<file path="config.mk">
export PLATFORM = sky130hd
export DESIGN_NAME = wb_stage
export DESIGN_NICKNAME = d
export VERILOG_FILES = /design/src/rtl/core_pkg.sv /design/src/rtl/wb_watchdog.sv /design/src/rtl/wb_stage.sv
export SDC_FILE = /design/constraint.sdc
export NUM_CORES = 1
export LEC_CHECK = 0
export CORE_AREA = 4 4 70 72
export CTS_BUF_LIST = sky130_fd_sc_hd__clkbuf_8
export CTS_CLUSTER_DIAMETER = 150
export DETAILED_ROUTE_END_ITERATION = 16
export DIE_AREA = 0 0 74 76
export GPL_TIMING_DRIVEN = 0
export PLACE_DENSITY = 0.78
export RECOVER_POWER = 100
export SKIP_CTS_REPAIR_TIMING = 1
export SLEW_MARGIN = 20
export SYNTH_ARGS = -nofsm -noshare
export SYNTH_HDL_FRONTEND = slang
export SYNTH_SLANG_ARGS = --single-unit
</file>
<file path="constraint.sdc">
create_clock -name clk -period 2.2 [get_ports clk]
set_input_delay 0.33 -clock clk [delete_from_list [all_inputs] [get_ports clk]]
set_output_delay 0.33 -clock clk [all_outputs]
set_load 0.1 [all_outputs]
</file>
<file path="src/rtl/core_pkg.sv">
// Shared core definitions: datapath widths, writeback state encoding and
// the writeback holding-register payload.
package core_pkg;

    localparam int unsigned DATA_W = 16;
    localparam int unsigned REG_W  = 4;

    typedef enum logic [1:0] {
        WB_RUN,
        WB_DRAIN,
        WB_HALTED
    } wb_state_e;

    typedef struct packed {
        logic              wr;
        logic [REG_W-1:0]  rt;
        logic [DATA_W-1:0] val;
        logic              halt;
    } wb_entry_t;

endpackage

</file>
<file path="src/rtl/wb_watchdog.sv">
// No-retire watchdog: saturating idle counter and a sticky hung flag.
module wb_watchdog #(
    parameter int unsigned WDOG = 1000
) (
    input  logic clk,
    input  logic rst,
    input  logic retire,
    input  logic halted,
    output logic hung
);

    localparam int unsigned          IDLE_W   = 16;
    localparam logic [IDLE_W-1:0]    IDLE_MAX = '1;
    localparam logic [IDLE_W-1:0]    LIMIT    = IDLE_W'(WDOG - 1);
    localparam bit                   WDOG_EN  = (WDOG != 0);

    logic [IDLE_W-1:0] idle;

    // Count consecutive non-retiring cycles; a halted core is not hung.
    always_ff @(posedge clk) begin
        if (rst) begin
            idle <= '0;
        end else if (retire || halted) begin
            idle <= '0;
        end else if (idle != IDLE_MAX) begin
            idle <= idle + 1'b1;
        end
    end

    // Sticky flag raised on the last idle cycle before the limit.
    always_ff @(posedge clk) begin
        if (rst) begin
            hung <= 1'b0;
        end else if (WDOG_EN && (idle == LIMIT) && !retire) begin
            hung <= 1'b1;
        end
    end

endmodule

</file>
<file path="src/rtl/wb_stage.sv">
// Writeback/retire stage: one-entry holding register, regfile write port
// arbitration against rf_busy, halt/drain FSM and no-retire watchdog.
module wb_stage
    import core_pkg::*;
#(
    parameter int unsigned WDOG = 1000
) (
    input  logic              clk,
    input  logic              rst,
    input  logic              M_v,
    output logic              M_ready,
    input  logic              M_wr,
    input  logic [REG_W-1:0]  M_rt,
    input  logic [DATA_W-1:0] M_val,
    input  logic              M_isHalt,
    input  logic              rf_busy,
    output logic              W_v,
    output logic              W_wen,
    output logic [REG_W-1:0]  W_rt,
    output logic [DATA_W-1:0] W_val,
    output logic              isHalt,
    output logic              halted,
    output logic              hung
);

    wb_state_e state;
    logic      hv;
    wb_entry_t h;
    logic      retire;
    logic      xfer;

    // A writing instruction needs the regfile port; others retire regardless.
    assign retire  = hv && (!h.wr || !rf_busy);
    assign M_ready = (state == WB_RUN) && (!hv || retire);
    assign xfer    = M_v && M_ready;

    assign W_v    = retire;
    assign W_wen  = retire && h.wr;
    assign W_rt   = h.rt;
    assign W_val  = h.val;
    assign isHalt = retire && h.halt;
    assign halted = (state == WB_HALTED);

    // Holding register: load on transfer, empty on retire, hold on stall.
    always_ff @(posedge clk) begin
        if (rst) begin
            hv <= 1'b0;
            h  <= '0;
        end else if (xfer) begin
            hv     <= 1'b1;
            h.wr   <= M_wr;
            h.rt   <= M_rt;
            h.val  <= M_val;
            h.halt <= M_isHalt;
        end else if (retire) begin
            hv <= 1'b0;
        end
    end

    // Halt/drain FSM: stop accepting once halt is taken, park after it retires.
    always_ff @(posedge clk) begin
        if (rst) begin
            state <= WB_RUN;
        end else begin
            case (state)
                WB_RUN: begin
                    if (xfer && M_isHalt) begin
                        state <= WB_DRAIN;
                    end
                end
                WB_DRAIN: begin
                    if (retire) begin
                        state <= WB_HALTED;
                    end
                end
                WB_HALTED: begin
                    state <= WB_HALTED;
                end
                default: begin
                    state <= WB_RUN;
                end
            endcase
        end
    end

    // Watchdog on retirement activity.
    wb_watchdog #(
        .WDOG(WDOG)
    ) u_watchdog (
        .clk   (clk),
        .rst   (rst),
        .retire(retire),
        .halted(halted),
        .hung  (hung)
    );

endmodule
</file>
Word-level counts from Yosys, hierarchy flattened
Index checks and enable logic that the tools add are counted.

word-level totals
  bits in registers = 42
  bits of input ports = 26
  output and inout bits = 26
  logic and storage cells = 38

cells by class
  multiplexer cells = 5
  $add $sub $neg = 1
  reduce and logical (&&, ||, !) cells = 18
  eq/ne operators = 6

operators with widths
  kind                   count
  $add 16x1->16 const B  1
  $eq 16x10->1 const B   1
  $ne 16x16->1 const B   1
  $logic_and 1x1->1      7
  $pmux 2 s3             1
  $logic_not 1->1        4
  $mux 2                 2
  $logic_or 1x1->1       3
  $eq 2x1->1 const B     1
  $eq 2x2->1 const B     1
  $logic_not 2->1        1
  $mux 1                 2
  $ne 2x1->1 const B     1
  $ne 2x2->1 const B     1
  $reduce_and 2->1       1
  $reduce_bool 2->1      1
  $reduce_or 2->1        1

Logic depth before layout (Yosys ltp)
Gate-level depths: netlist of the first run.

  depth after elaboration = 9
  mapped depth = 7
  gate-level depth less buffers = 6

Hierarchy
From an unflattened synthesis of the first run, not the netlist that was laid out.

unflattened totals
  cells, all modules = 251
  area total of the unflattened synthesis = 2294.7 um^2

by module, submodules not included
  module       area each (um^2)  sequential area each (um^2)  times used  cells an instance
  wb_stage     1377.6            500.5                        1           142
  wb_watchdog  917.1             340.3                        1           109

Least setup slack after synthesis of the first run
No wires, ideal clock.

  path type = reg2reg
  start = reg state[0]
  end = reg u_watchdog.idle[11]
  arrival = 2.224 ns
  cell stages (with the launch flop) = 8
  path slack = -0.083 ns
  setup time = 0.059 ns
  path buffers = 1
  required time = 2.141 ns
  clock period less this slack = 2.283 ns
  cell sequence = dfxtp_1 > inv_1 > ha_1 > or2_1 > clkbuf_1 > or2_1 > or4_1 > nand2_1

on the way
  word-level cells in the longest chain between the ends = 3

RTL lines
  what                              line               text
  from (decl)                       wb_stage.sv:26     wb_state_e state;
  from (signal assigned)            wb_stage.sv:63     state <= WB_RUN;
  from (signal assigned)            wb_stage.sv:68     state <= WB_DRAIN;
  from (signal assigned)            wb_stage.sv:73     state <= WB_HALTED;
  $eq 2x2->1                        wb_stage.sv:42     assign halted = (state == WB_HALTED);
  named net halted                  wb_stage.sv:22     output logic halted,
  $logic_or 1x1->1                  wb_watchdog.sv:23  end else if (retire || halted) begin
  $reduce_or 2->1 (no source line)  n/a
  to (signal assigned)              wb_watchdog.sv:26  idle <= idle + 1'b1;
  to (decl)                         wb_watchdog.sv:17  logic [IDLE_W-1:0] idle;

The timed path passes the listed nets, and every way through them passes these cells.
A chain may end at the register's enable or synchronous reset.

Final worst setup path of the first run
  start = reg h (netlist bit W_val[12])
  end = out W_val[12]

RTL lines
  what         line            text
  from (decl)  wb_stage.sv:28  wb_entry_t h;
  to (decl)    wb_stage.sv:20  output logic [DATA_W-1:0] W_val,

No word-level cell between the ends.

==> flow_summary.toml, run 1 <==
[floorplan]
core_area_mm2 = 0.00429
fp.dieW_um = 74
start_util_pct = 47.8
ioPinCount = 52
dieArea_mm2 = 0.00562
dieHeight_um = 76
rows = 24

[synthesis]
synthAdderAreaFrac_pct = 3.05
synthesis.nets = 285
ys_ff_latch = 42
synthArstFlopShare_pct = 0
ys_seq_area_share_pct = 41.0
yosys_warnings = 0
synthSimpleGateAreaFrac_pct = 28.8
synth_cells = 254
ys.flop_type = "dfxtp_1"
synth-xor-area-share_pct = 0.427
syn_avg_cell_area_um2 = 8.08
synth_area_mm2 = 0.00205
synthMuxAreaShare_pct = 2.44
synth_top_family_by_area = "simple AND/OR/NAND/NOR gates"
synth_edf_count = 0
synth_cell_types = 41
synth_compound_area_share_pct = 12.8

[timing]
tightest_slew_ns = 1.20
fmax_ghz = 0.461
finalSetupViolCount = 0
finalCritPeriodShare_pct = 98.6
max-slew-margin-rel_pct = 20.0
fin_crit_ns = 2.17
rsz0062_at_grt = "false"
fin_skew_ns = 0.00660
drv_slew = 0
finalHoldViolations = 0

[global_route]
antenna_found_initial = 0
grt_use_met1_pct = 21.9
gr-max-usage-layer = "met2"
grt_max_degree = 14
grt_pass1_wl_mm = 7.66
grt.overflow.total = 0
grt_pass1_vias = 1734
grt_use_total_pct = 17.0
grt_use_met3_pct = 4.75
gr-usage-met2_pct = 26.2

[routing]
antenna_left = 0
drtIter0Drc = 110
drcViolationCount = 0
dr.pass1.iters = 4
routed_wirelength_mm = 4.58
vias = 1885
drt-wirelength-per-cell_um = 12.6
vias_per_cell = 5.16

[flow_run]
cap_violations = 0

[worst_setup_path]
startpoint_type = "register"
crit_fanout = 2
reg2reg_slack_ns = 0.22
worst-setup-path-type = "register to output pin"
end_kind = "output pin"
arrival_ns = 1.84
path_cells = "buf_4 -> clkdlybuf4s50_1"
slowest_delay_ns = 1.12
crit_required_ns = 1.87
crit_slowest_cell = "clkdlybuf4s50_1"

[layout]
stdcell_area_mm2 = 0.00259
fin_util_pct = 60.3
fin_nets = 343
layout_common_cells = "nand2_1 (55), dfxtp_1 (42), clkbuf_1 (28)"
diodes = 0
layout.cells.non_filler = 365
syn_to_final_growth_pct = 26.0
final_layout_size_suffix_gt1_share_pct = 15.0
final_common_cell = "nand2_1"

[power]
p_sw_share_pct = 46.4
p_leak_nw = 1.02
p_switching_mw = 1.30
p_int_mw = 1.50
max-vdd-ir-drop_uv = 551
clock_power_share_pct = 21.3
seqPwrFrac_pct = 33.2
power_density_mw_per_mm2 = 1080
comb_power_share_pct = 45.5

[clocking]
path_clk_slew_ns = 0.08
cts_buffers = 5
cts_tree = "yes"
htree_levels = 2
clock_path_buffers = 2
clock-sinks = 42
cts_root_buf = "clkbuf_8"
clk_latency_ns = 0.29

[placement]
place_area_mm2 = 0.00263
gp_congestion = 0.863
placed_cells = 357
hpwl_mm = 3.40
io_buffers = 51

[min_path]
hold_class = "register to register"

[run_status]
status = "finished, final reports clean"
## registers in the layout (all words and copies together) (netlist names)
register,cells
h,2
W_val,16
state,2
W_rt,4
u_watchdog.idle,16
u_watchdog.hung,1
hv,1
## cells in the mapped netlist, types with 3 or more instances
cell,instances,share of area (%)
nand2_1,55,10
ha_1,5,3.0
nor2_1,7,1.3
and2_1,4,1.2
nor3_1,7,1.7
buf_4,20,7.3
nand2b_1,4,1.2
a31oi_1,4,1.2
nand3_1,8,2.0
dfxtp_1,42,41
a21oi_1,26,6.3
or3_2,3,1.1
o21ai_0,5,1.2
mux2i_1,5,2.4
nand4_1,8,2.4
inv_1,4,0.73
nor4_1,7,2.1
clkbuf_1,9,1.6
buf_2,4,0.98
## cells by family (layout without fill, tap and decap cells)
family,after synthesis,after routing
multiplexers,5,5
XOR/XNOR,1,1
AO/OA/AOI/OAI,45,45
AND/OR/NAND/NOR,115,115
buffers and inverters,41,100
flip-flops,42,42
adder cells (fa/ha/maj),5,5
## critical path: cells and delay by family, from the launching register on
family	cells	cell delay (ns)
flops	1	0.33
buf+inv	2	1.22
## per-layer routing
| metal | wire (um) | share of wire [%] |
|---|---|---|
| met4 | 96 | 2.1 |
| met1 | 2010 | 44 |
| met2 | 2180 | 48 |
| met5 | 0 | 0 |
| met3 | 291 | 6.3 |
## power groups by stage
stage	combinational (mW)	clock (mW)	sequential, mW
after CTS	1.38	0.618	0.928
after global routing	1.37	0.649	0.940
after detailed placement	1.38	0	0.944
after floorplan	1.08	0	0.929
after global placement	1.37	0	0.938
final	1.27	0.596	0.927
## layout make-up
type                            instances  area [um^2]
Fill cell                             408         1710
Multi-Input combinational cell        171          962
Sequential cell                        42          841
Timing Repair Buffer                   51          374
Buffer                                 35          214
Clock buffer                            5         68.8
Tap cell                               52         65.1
Clock inverter                          3         40.0
Inverter                                6         22.5
## worst paths after layout
check,from,endpoint,cells past startpoint
min,h[0]$_SDFFE_PP0P_,h[0]$_SDFFE_PP0P_,2
max,W_val[12]$_SDFFE_PP0P_,W_val[12],2
min reg2reg,h[0]$_SDFFE_PP0P_,h[0]$_SDFFE_PP0P_,2
max reg2reg,u_watchdog.idle[0]$_SDFFE_PP0P_,u_watchdog.idle[1]$_SDFFE_PP0P_,5
## through the flow
stage	hold WS [ns]	power [mW]	worst slack, ns	TNS (ns)
4_1_cts	0.456	2.93	-0.540	-2.12
5_1_grt	0.477	2.95	0.000704	0
6_report	0.454	2.80	0.0306	0
3_5_place_dp	0.445	2.32	-0.518	-1.75
2_1_floorplan	0.432	2.01	0.162	0
3_3_place_gp	0.439	2.30	-0.510	-1.72
No activity file was read; power rests on OpenSTA's default activity.
==> inputs of run 2 (changes only) <==
GPL_TIMING_DRIVEN = default   (was 0)
==> run 2 against run 1 <==
Compared with the run above:
- critical path type is now input port to output pin
- critical path depth grew 4
- largest cell class unchanged
- combinational power shrank 3%
- via count shrank 7.6%
- highest routed layer unchanged
- largest power group unchanged
- core utilization shrank 4.0 points
==> flow_summary.toml, run 2 (synthesis gave the netlist of run 1 again) <==
[timing]
drv_slew = 0
rsz0062_at_grt = "false"
fin_ws_ns = 0.257
finalCritPeriodShare_pct = 88.3
finalSetupViolCount = 0
fin_skew_ns = 0.00583
max-slew-margin-rel_pct = 21.0
fin_crit_ns = 1.94
finalSetupTns_ns = 0
finalHoldViolations = 0
fmax_ghz = 0.515
tightest_slew_ns = 1.19

[global_route]
grt_pass1_wl_mm = 7.45
grt_max_degree = 29
grt_use_total_pct = 16.6
grt.overflow.total = 0
grt_pass1_vias = 1692
antenna_found_initial = 0

[worst_setup_path]
worst-setup-path-type = "input port to output pin"
startpoint_type = "input port"
arrival_ns = 1.61
rr_endpoint = "u_watchdog.idle[11]$_SDFFE_PP0P_"
crit_path_start = "rf_busy"
end_kind = "output pin"
r2r_cells = 6
crit_required_ns = 1.87
crit_fanout = 10
rr_startpoint = "state[0]$_SDFFE_PP0P_"
reg2reg_slack_ns = 0.31

[layout]
final_common_cell = "nand2_1"
diodes = 0
syn_to_final_growth_pct = 17.7
final_layout_size_suffix_gt1_share_pct = 7.12
layout_common_cells = "nand2_1 (55), dfxtp_1 (42), a21oi_1 (26)"
fin_nets = 312

[clocking]
cts_buffers = 5
clk_latency_ns = 0.29
cts_tree = "yes"
cts_root_buf = "clkbuf_8"
clock_path_buffers = 2
htree_levels = 2
path_clk_slew_ns = 0.07
clock-sinks = 42

[routing]
vias = 1741
drtIter0Drc = 98
routed_wirelength_mm = 4.29
dr.pass1.iters = 4
vias_per_cell = 5.23
antenna_left = 0
drcViolationCount = 0
drt-wirelength-per-cell_um = 12.9

[floorplan]
dieHeight_um = 76
core_area_mm2 = 0.00429
fp.dieW_um = 74
rows = 24
dieArea_mm2 = 0.00562
ioPinCount = 52
start_util_pct = 47.8

[placement]
post-place-ws_ns = 0.219
io_buffers = 51
hpwl_mm = 3.20
gp_congestion = 0.830

[min_path]
hold_class = "register to register"
whs_path_depth = 2
hold_start = "W_rt[0]$_SDFFE_PP0P_"
holdPathEnd = "W_rt[0]$_SDFFE_PP0P_"

[flow_run]
cap_violations = 0

[run_status]
status = "finished, final reports clean"

[power]
power_density_mw_per_mm2 = 1080
max-vdd-ir-drop_uv = 780
p_leak_nw = 0.891
run 2: how the worst max path moves through the flow:
| stage | to | slack, ns | depth (start not counted) |
|---|---|---|---|
| after floorplan | W_wen | 0.16 | 4 |
| after global placement | u_watchdog.idle[11]$_SDFFE_PP0P_ | 0.27 | 7 |
| after detailed placement | W_val[0]$_SDFFE_PP0P_ | 0.22 | 5 |
| after CTS | u_watchdog.idle[11]$_SDFFE_PP0P_ | 0.37 | 6 |
| after global routing | W_wen | 0.13 | 6 |
| final | W_wen | 0.26 | 6 |
run 2: per-stage QoR:
| step | total power, mW | hold WS, ns | area (um^2) | cells | utilization, % |
|---|---|---|---|---|---|
| 2_1_floorplan | 2.01 | 0.432 | 2060 | 254 | - |
| 3_3_place_gp | 2.24 | 0.439 | 2430 | 326 | 56.6 |
| 3_5_place_dp | 2.26 | 0.449 | 2430 | 326 | 56.6 |
| 4_1_cts | 2.72 | 0.459 | 2510 | 333 | 58.4 |
| 5_1_grt | 2.75 | 0.473 | 2420 | 333 | 56.3 |
| 6_report | 2.60 | 0.455 | 2420 | 333 | 56.3 |
run 2: area by class of cell:
type,count,area [um^2]
Multi-Input combinational cell,171,971
Inverter,6,22.5
Sequential cell,42,841
Fill cell,420,1880
Clock inverter,2,7.51
Clock buffer,5,68.8
Tap cell,52,65.1
Timing Repair Buffer,55,440
run 2: power by group:
| part | internal [mW] | total, mW | switching [mW] |
|---|---|---|---|
| Sequential | 0.865 | 0.928 | 0.0630 |
| Clock | 0.209 | 0.447 | 0.237 |
| Combinational | 0.275 | 1.23 | 0.953 |
| Total | 1.35 | 2.60 | 1.25 |
run 2: worst max-delay path: stages:
cell,delay (ns)
clkdlybuf4s50_1,0.41
nand2_1,0.07
nand2_1,0.08
inv_1,0.25
and2_0,0.26
buf_12,0.20
run 2: metal layers:
layer / share of wire, % / up-vias / global-route usage [%]
met1: 46 / 784 / 20.5
met4: 2.2 / 0 / 8.51
met2: 47 / 37 / 26.1
met5: 0 / - / 0
li1: - / 911 / -
met3: 4.8 / 9 / 3.96
==> RTL change 1, RTL diff (settings of run 1) <==
The 3 states of `wb_state_e` get a one-hot encoding in 3 bits.
--- a/src/rtl/core_pkg.sv
+++ b/src/rtl/core_pkg.sv
@@ -5,10 +5,10 @@
     localparam int unsigned DATA_W = 16;
     localparam int unsigned REG_W  = 4;
 
-    typedef enum logic [1:0] {
-        WB_RUN,
-        WB_DRAIN,
-        WB_HALTED
+    typedef enum logic [2:0] {
+        WB_RUN    = 3'b001,
+        WB_DRAIN  = 3'b010,
+        WB_HALTED = 3'b100
     } wb_state_e;
 
     typedef struct packed {
Formal check against the unedited RTL: no difference found for any inputs over 10 cycles, from zero or initial values and one cycle with rst high; not proved beyond that.
==> RTL change 1 against run 1 <==
Worst setup slack got worse by 0.0014 ns. Clock skew decreased by 0.0010 ns. Core utilization decreased by 0.82 points. Final cell count decreased by 3.8%. Routed wire length increased by 8.5%. Cell area decreased by 1.4%. Sequential cell count increased by 1. Global-route usage increased by 0.34 points. Synthesized cell count decreased by 5.1%. Area after synthesis decreased by 1.6%. Largest cell class unchanged. Non-clock buffer count decreased by 4. Via count decreased by 2.1%.
Power is not compared: it rests on default switching activity, and its combinational part moved more than twofold at a synthesized area within 25%.
==> RTL change 1: results (changes against run 1) <==
| Metric | Value |
|---|---|
| Worst Hold Class | reg -> reg |
| Synthesized Nets | 268 (-6.0%) |
| Worst Hold Depth | 2 (unchanged) |
| Layout cell share with drive strength beyond 1 | 0.144 (-0.00635) |
| Clk_skew | 0.00558 ns (-0.00102 ns) |
| Post-Place Setup Slack | -0.633 ns (-0.115 ns) |
| Slew headroom | 0.200 (-0.000577) |
| DR vias/cell | 5.26 (+1.8%) |
| Wire length per cell | 14.2 um (+13%) |
| PortBufs | 51 (unchanged) |
| Clk_lat worst skew | 0.30 ns |
| FFs w/ async S/R, synth | 0 (unchanged) |
| Number of global-route vias before repair | 1624 (-6.3%) |
| Most frequent cells after synthesis | nand2_1, dfxtp_1, a21oi_1 |
| Total GRT Usage | 0.174 (+0.00339) |
| Synth warn | 0 (unchanged) |
| Fin. Hold Viols | 0 (unchanged) |
| Ant. Diodes | 0 (unchanged) |
| Antenna violations before repair | 0 (unchanged) |
| Switch Pwr | 576 uW |
| Clock Tree Buf Depth | 2 (unchanged) |
| DP Cell Count | 344 (-3.6%) |
| Ranking of synthesized cells by area | dfxtp_1, nand2_1, buf_4, a21oi_1, or4_1 |
| Final net count | 326 (-5.0%) |
| Number of cells on the worst reg-to-reg path | 5 (unchanged) |
| Root Driver | clkbuf_8 |
| Clock slew at reported path FFs | 0.08 ns (about the same) |
| GP Congestion | 0.817 (-5.3%) |
| Pin count of the biggest net entering global routing | 13 (-1) |
| Fillers | 423 (+3.7%) |
| Hpwl dp | 3.51 mm (+3.1%) |
| Drt first pass iters | 4 (unchanged) |
| Seq/Total Area, Yosys | 0.426 (+0.0168) |
| # H-tree levels | 2 (unchanged) |
| Worst vdd ir | 0.000513 V |
| First-pass GRT wire length | 7.78 mm (+1.5%) |
| DRT iter0 DRCs | 93 (-15%) |
| Lkg Pwr | 0.000972 uW |
| Crit Path Max Fanout | 2 (unchanged) |
| Num CTS Buffers | 5 (unchanged) |
| Post-synth cell types | 44 (+7.3%) |
| Outcome | finished, final reports clean |
| Mapped Cells | 241 (-5.1%) |
| Routed vias | 1845 (-2.1%) |
## RTL change 1: area by class of cell
| type | instances | area share |
|---|---|---|
| multi-input cells | 164 | 0.365 |
| inverters | 3 | 0.00441 |
| clock buffers | 5 | 0.0270 |
| flip-flops and latches | 43 | 0.337 |
| clock inverters | 2 | 0.0132 |
| repair buffers | 51 | 0.148 |
| plain buffers | 31 | 0.0799 |
| well taps | 52 | 0.0255 |
## RTL change 1: per-stage QoR
step | util | area, um2 | hold slack (ns)
6_report | 0.594 | 2550 | 0.457
5_1_grt | 0.594 | 2550 | 0.474
4_1_cts | 0.633 | 2720 | 0.458
3_5_place_dp | 0.610 | 2620 | 0.447
3_3_place_gp | 0.610 | 2620 | 0.440
2_1_floorplan | - | 2040 | 0.432
## RTL change 1: power groups by stage
stage | sequential [uW] | clock (uW) | combinational (uW)
after detailed placement | 853 | 0 | 436
after global routing | 839 | 637 | 428
after global placement | 850 | 0 | 433
after CTS | 834 | 606 | 437
after floorplan | 847 | 0 | 317
final | 834 | 590 | 406
## RTL change 1: path summary, 6_finish.rpt
| kind | startpoint | end | slack, ns |
|---|---|---|---|
| setup / recovery | W_val[14] | W_val[14] | 0.03 |
| hold reg to reg | W_val[14] | W_val[14] | 0.46 |
| hold / removal | W_val[14] | W_val[14] | 0.46 |
| setup reg to reg | u_watchdog.idle[0] | u_watchdog.idle[4] | 0.27 |
## RTL change 1: layer usage
layer  GRT usage  share of wire  wire, um
met2       0.274           0.47      2360
met5           0              0         0
met4      0.0652          0.014        68
met3      0.0356          0.061       303
met1       0.231           0.45      2250
## RTL change 1: cells by family (layout without fill, tap and decap cells)
logic type / after synthesis / after routing / synth area share
xor gates and xnor gates: 3 / 3 / 0.0130
and+or+nand+nor: 107 / 107 / 0.286
adders and majority gates: 1 / 1 / 0.00619
DFF: 43 / 43 / 0.426
AOI/OAI and AO/OA: 52 / 52 / 0.156
buffers and inverters: 34 / 92 / 0.107
muxes: 1 / 1 / 0.00496
## RTL change 1: worst max-delay path: stages, from the launching register on
cell and delay (ns):
dfxtp_1 0.33, buf_4 0.10, clkdlybuf4s50_1 1.12
==> RTL change 2, RTL diff (flow settings as in run 1) <==
Made on the original files. Set the package constant `DATA_W` to 20 (it was 16).
--- a/src/rtl/core_pkg.sv
+++ b/src/rtl/core_pkg.sv
@@ -2,7 +2,7 @@
 // the writeback holding-register payload.
 package core_pkg;
 
-    localparam int unsigned DATA_W = 16;
+    localparam int unsigned DATA_W = 20;
     localparam int unsigned REG_W  = 4;
 
     typedef enum logic [1:0] {
Interface: changed (resized M_val and W_val); port bits go from 52 to 60. No check against the original RTL was run, so the function may have changed too.
==> RTL change 2 against run 1 <==
Via count rose by 4.3%. Count of clock-buffer cells in the layout did not move. Area after synthesis rose by 3.8%. Cell area rose by 4.8%. Non-clock buffer count rose by 7. Sequential share of layout area rose by 1.5 points. Power rose by 5.3%. Hold slack got worse by 0.0021 ns. Worst setup slack improved by 0.030 ns. Die area did not move. Sequential power rose by 11%. Sequential cell count rose by 4. Largest cell class unchanged. Routed wire length rose by 12%.
==> RTL change 2: results (changes against run 1) <==
| Metric | Value |
|---|---|
| Worst vdd ir | 0.000793 V (+44%) |
| Num CTS Buffers | 5 (unchanged) |
| First-pass GRT wire length | 8.51 mm (+11%) |
| Crit Path Max Fanout | 2 (unchanged) |
| Max stage delay on crit path | 1.14 ns (+0.02 ns) |
| Clk_lat worst skew | 0.29 ns (about the same) |
| Top delay family on crit path | buffers and inverters |
| Drt first pass iters | 4 (unchanged) |
| Max FFs per register | 20 |
| Hpwl dp | 3.67 mm (+7.9%) |
| Synth warn | 0 (unchanged) |
| Number of global-route vias before repair | 1856 (+7.0%) |
| Most frequent cells after synthesis | nand2_1, dfxtp_1, a21oi_1 |
| Ant. Diodes | 0 (unchanged) |
| # setup viols final | 0 (unchanged) |
| Antenna violations before repair | 0 (unchanged) |
| Total GRT Usage | 0.188 (+0.0178) |
| PortBufs | 59 (+16%) |
| Outcome | finished, final reports clean |
| Clock slew at reported path FFs | 0.08 ns (about the same) |
| Layout cell share with drive strength beyond 1 | 0.132 (-0.0183) |
| Combinational power share | 0.493 (+0.038) |
| Final net count | 361 (+5.2%) |
| DRT iter0 DRCs | 77 (-30%) |
| Ranking of synthesized cells by area | dfxtp_1, nand2_1, buf_4, a21oi_1, ha_1 |
| Crit path max-delay cell type | clkdlybuf4s50_1 |
| FFs w/ async S/R, synth | 0 (unchanged) |
| Clock Tree Buf Depth | 2 (unchanged) |
| Lkg Pwr | 0.00103 uW (+1.2%) |
| Worst Hold Class | reg -> reg |
| Pint | 1500 uW (+0.14%) |
| Clock Power | 467 uW (-22%) |
| Slew headroom | 0.189 (-0.0116) |
| Final wirelength | 5.12 mm (+12%) |
| Root Driver | clkbuf_8 |
| Seq/Total Area, Yosys | 0.432 (+0.0224) |
| CP arrival | 1.81 ns (-0.03 ns) |
| # H-tree levels | 2 (unchanged) |
| Routed vias | 1966 (+4.3%) |
| Post-synth cell types | 38 (-7.3%) |
| Clk_skew | 0.00648 ns (-0.000125 ns) |
| Pin count of the biggest net entering global routing | 13 (-1) |
| GP Congestion | 0.894 (+3.6%) |
| Synthesized Nets | 295 (+3.5%) |
| Post-Place Setup Slack | -0.519 ns (-0.00112 ns) |
RTL change 2: changes by cell type in the layout (fill, tap and decap cells not counted), moves of 3 or more:
cell,run 1,this run
buf_4,20,24
dfxtp_1,42,46
clkdlybuf4s50_1,26,29
a21oi_1,26,35
nand2_1,55,61
nand4_1,8,4
buf_2,4,0
clkbuf_1,28,33
RTL change 2: kinds of logic (layout without fill, tap and decap cells):
group,count (synthesis),in the layout,share of synthesized area
buffers and inverters,37,103,0.111
xor gates and xnor gates,1,1,0.00411
muxes,5,5,0.0235
adders and majority gates,5,5,0.0293
DFF,46,46,0.432
and+or+nand+nor,112,112,0.258
AOI/OAI and AO/OA,54,54,0.143
RTL change 2: path summary, 6_finish.rpt:
check / from / slack (ns) / to / depth (start not counted)
worst max-delay path: u_watchdog.hung / 0.06 / hung / 1
worst min-delay path: h[0] / 0.45 / h[0] / 2
worst max register to register: u_watchdog.idle[0] / 0.19 / u_watchdog.idle[9] / 5
worst min register to register: h[0] / 0.45 / h[0] / 2
RTL change 2: metrics by stage:
stage	power (uW)	std cells	hold slack, ns	setup TNS, ns	instance area, um2
finish	2950	378	0.452	0	2710
CTS	3080	378	0.455	-2.11	2880
global route	3110	378	0.478	0	2710
floorplan	2250	260	0.432	0	2140
global placement	2590	371	0.440	-1.84	2800
detailed placement	2610	371	0.444	-1.80	2800
RTL change 2: cell type report:
cell class	count	area, um2
fillers	389	1580
multi-input cells	177	991
flip-flops and latches	46	921
repair buffers	59	423
plain buffers	34	225
clock buffers	5	68.8
well taps	52	65.1
inverters	3	11.3
clock inverters	2	7.51
RTL change 2: metal layers:
metal / track usage / wire length [um] / up-vias
li1: - / - / 1002
met1: 0.253 / 2350 / 904
met2: 0.288 / 2410 / 53
met3: 0.0435 / 285 / 7
met4: 0.0725 / 72 / 0
met5: 0 / 0 / -
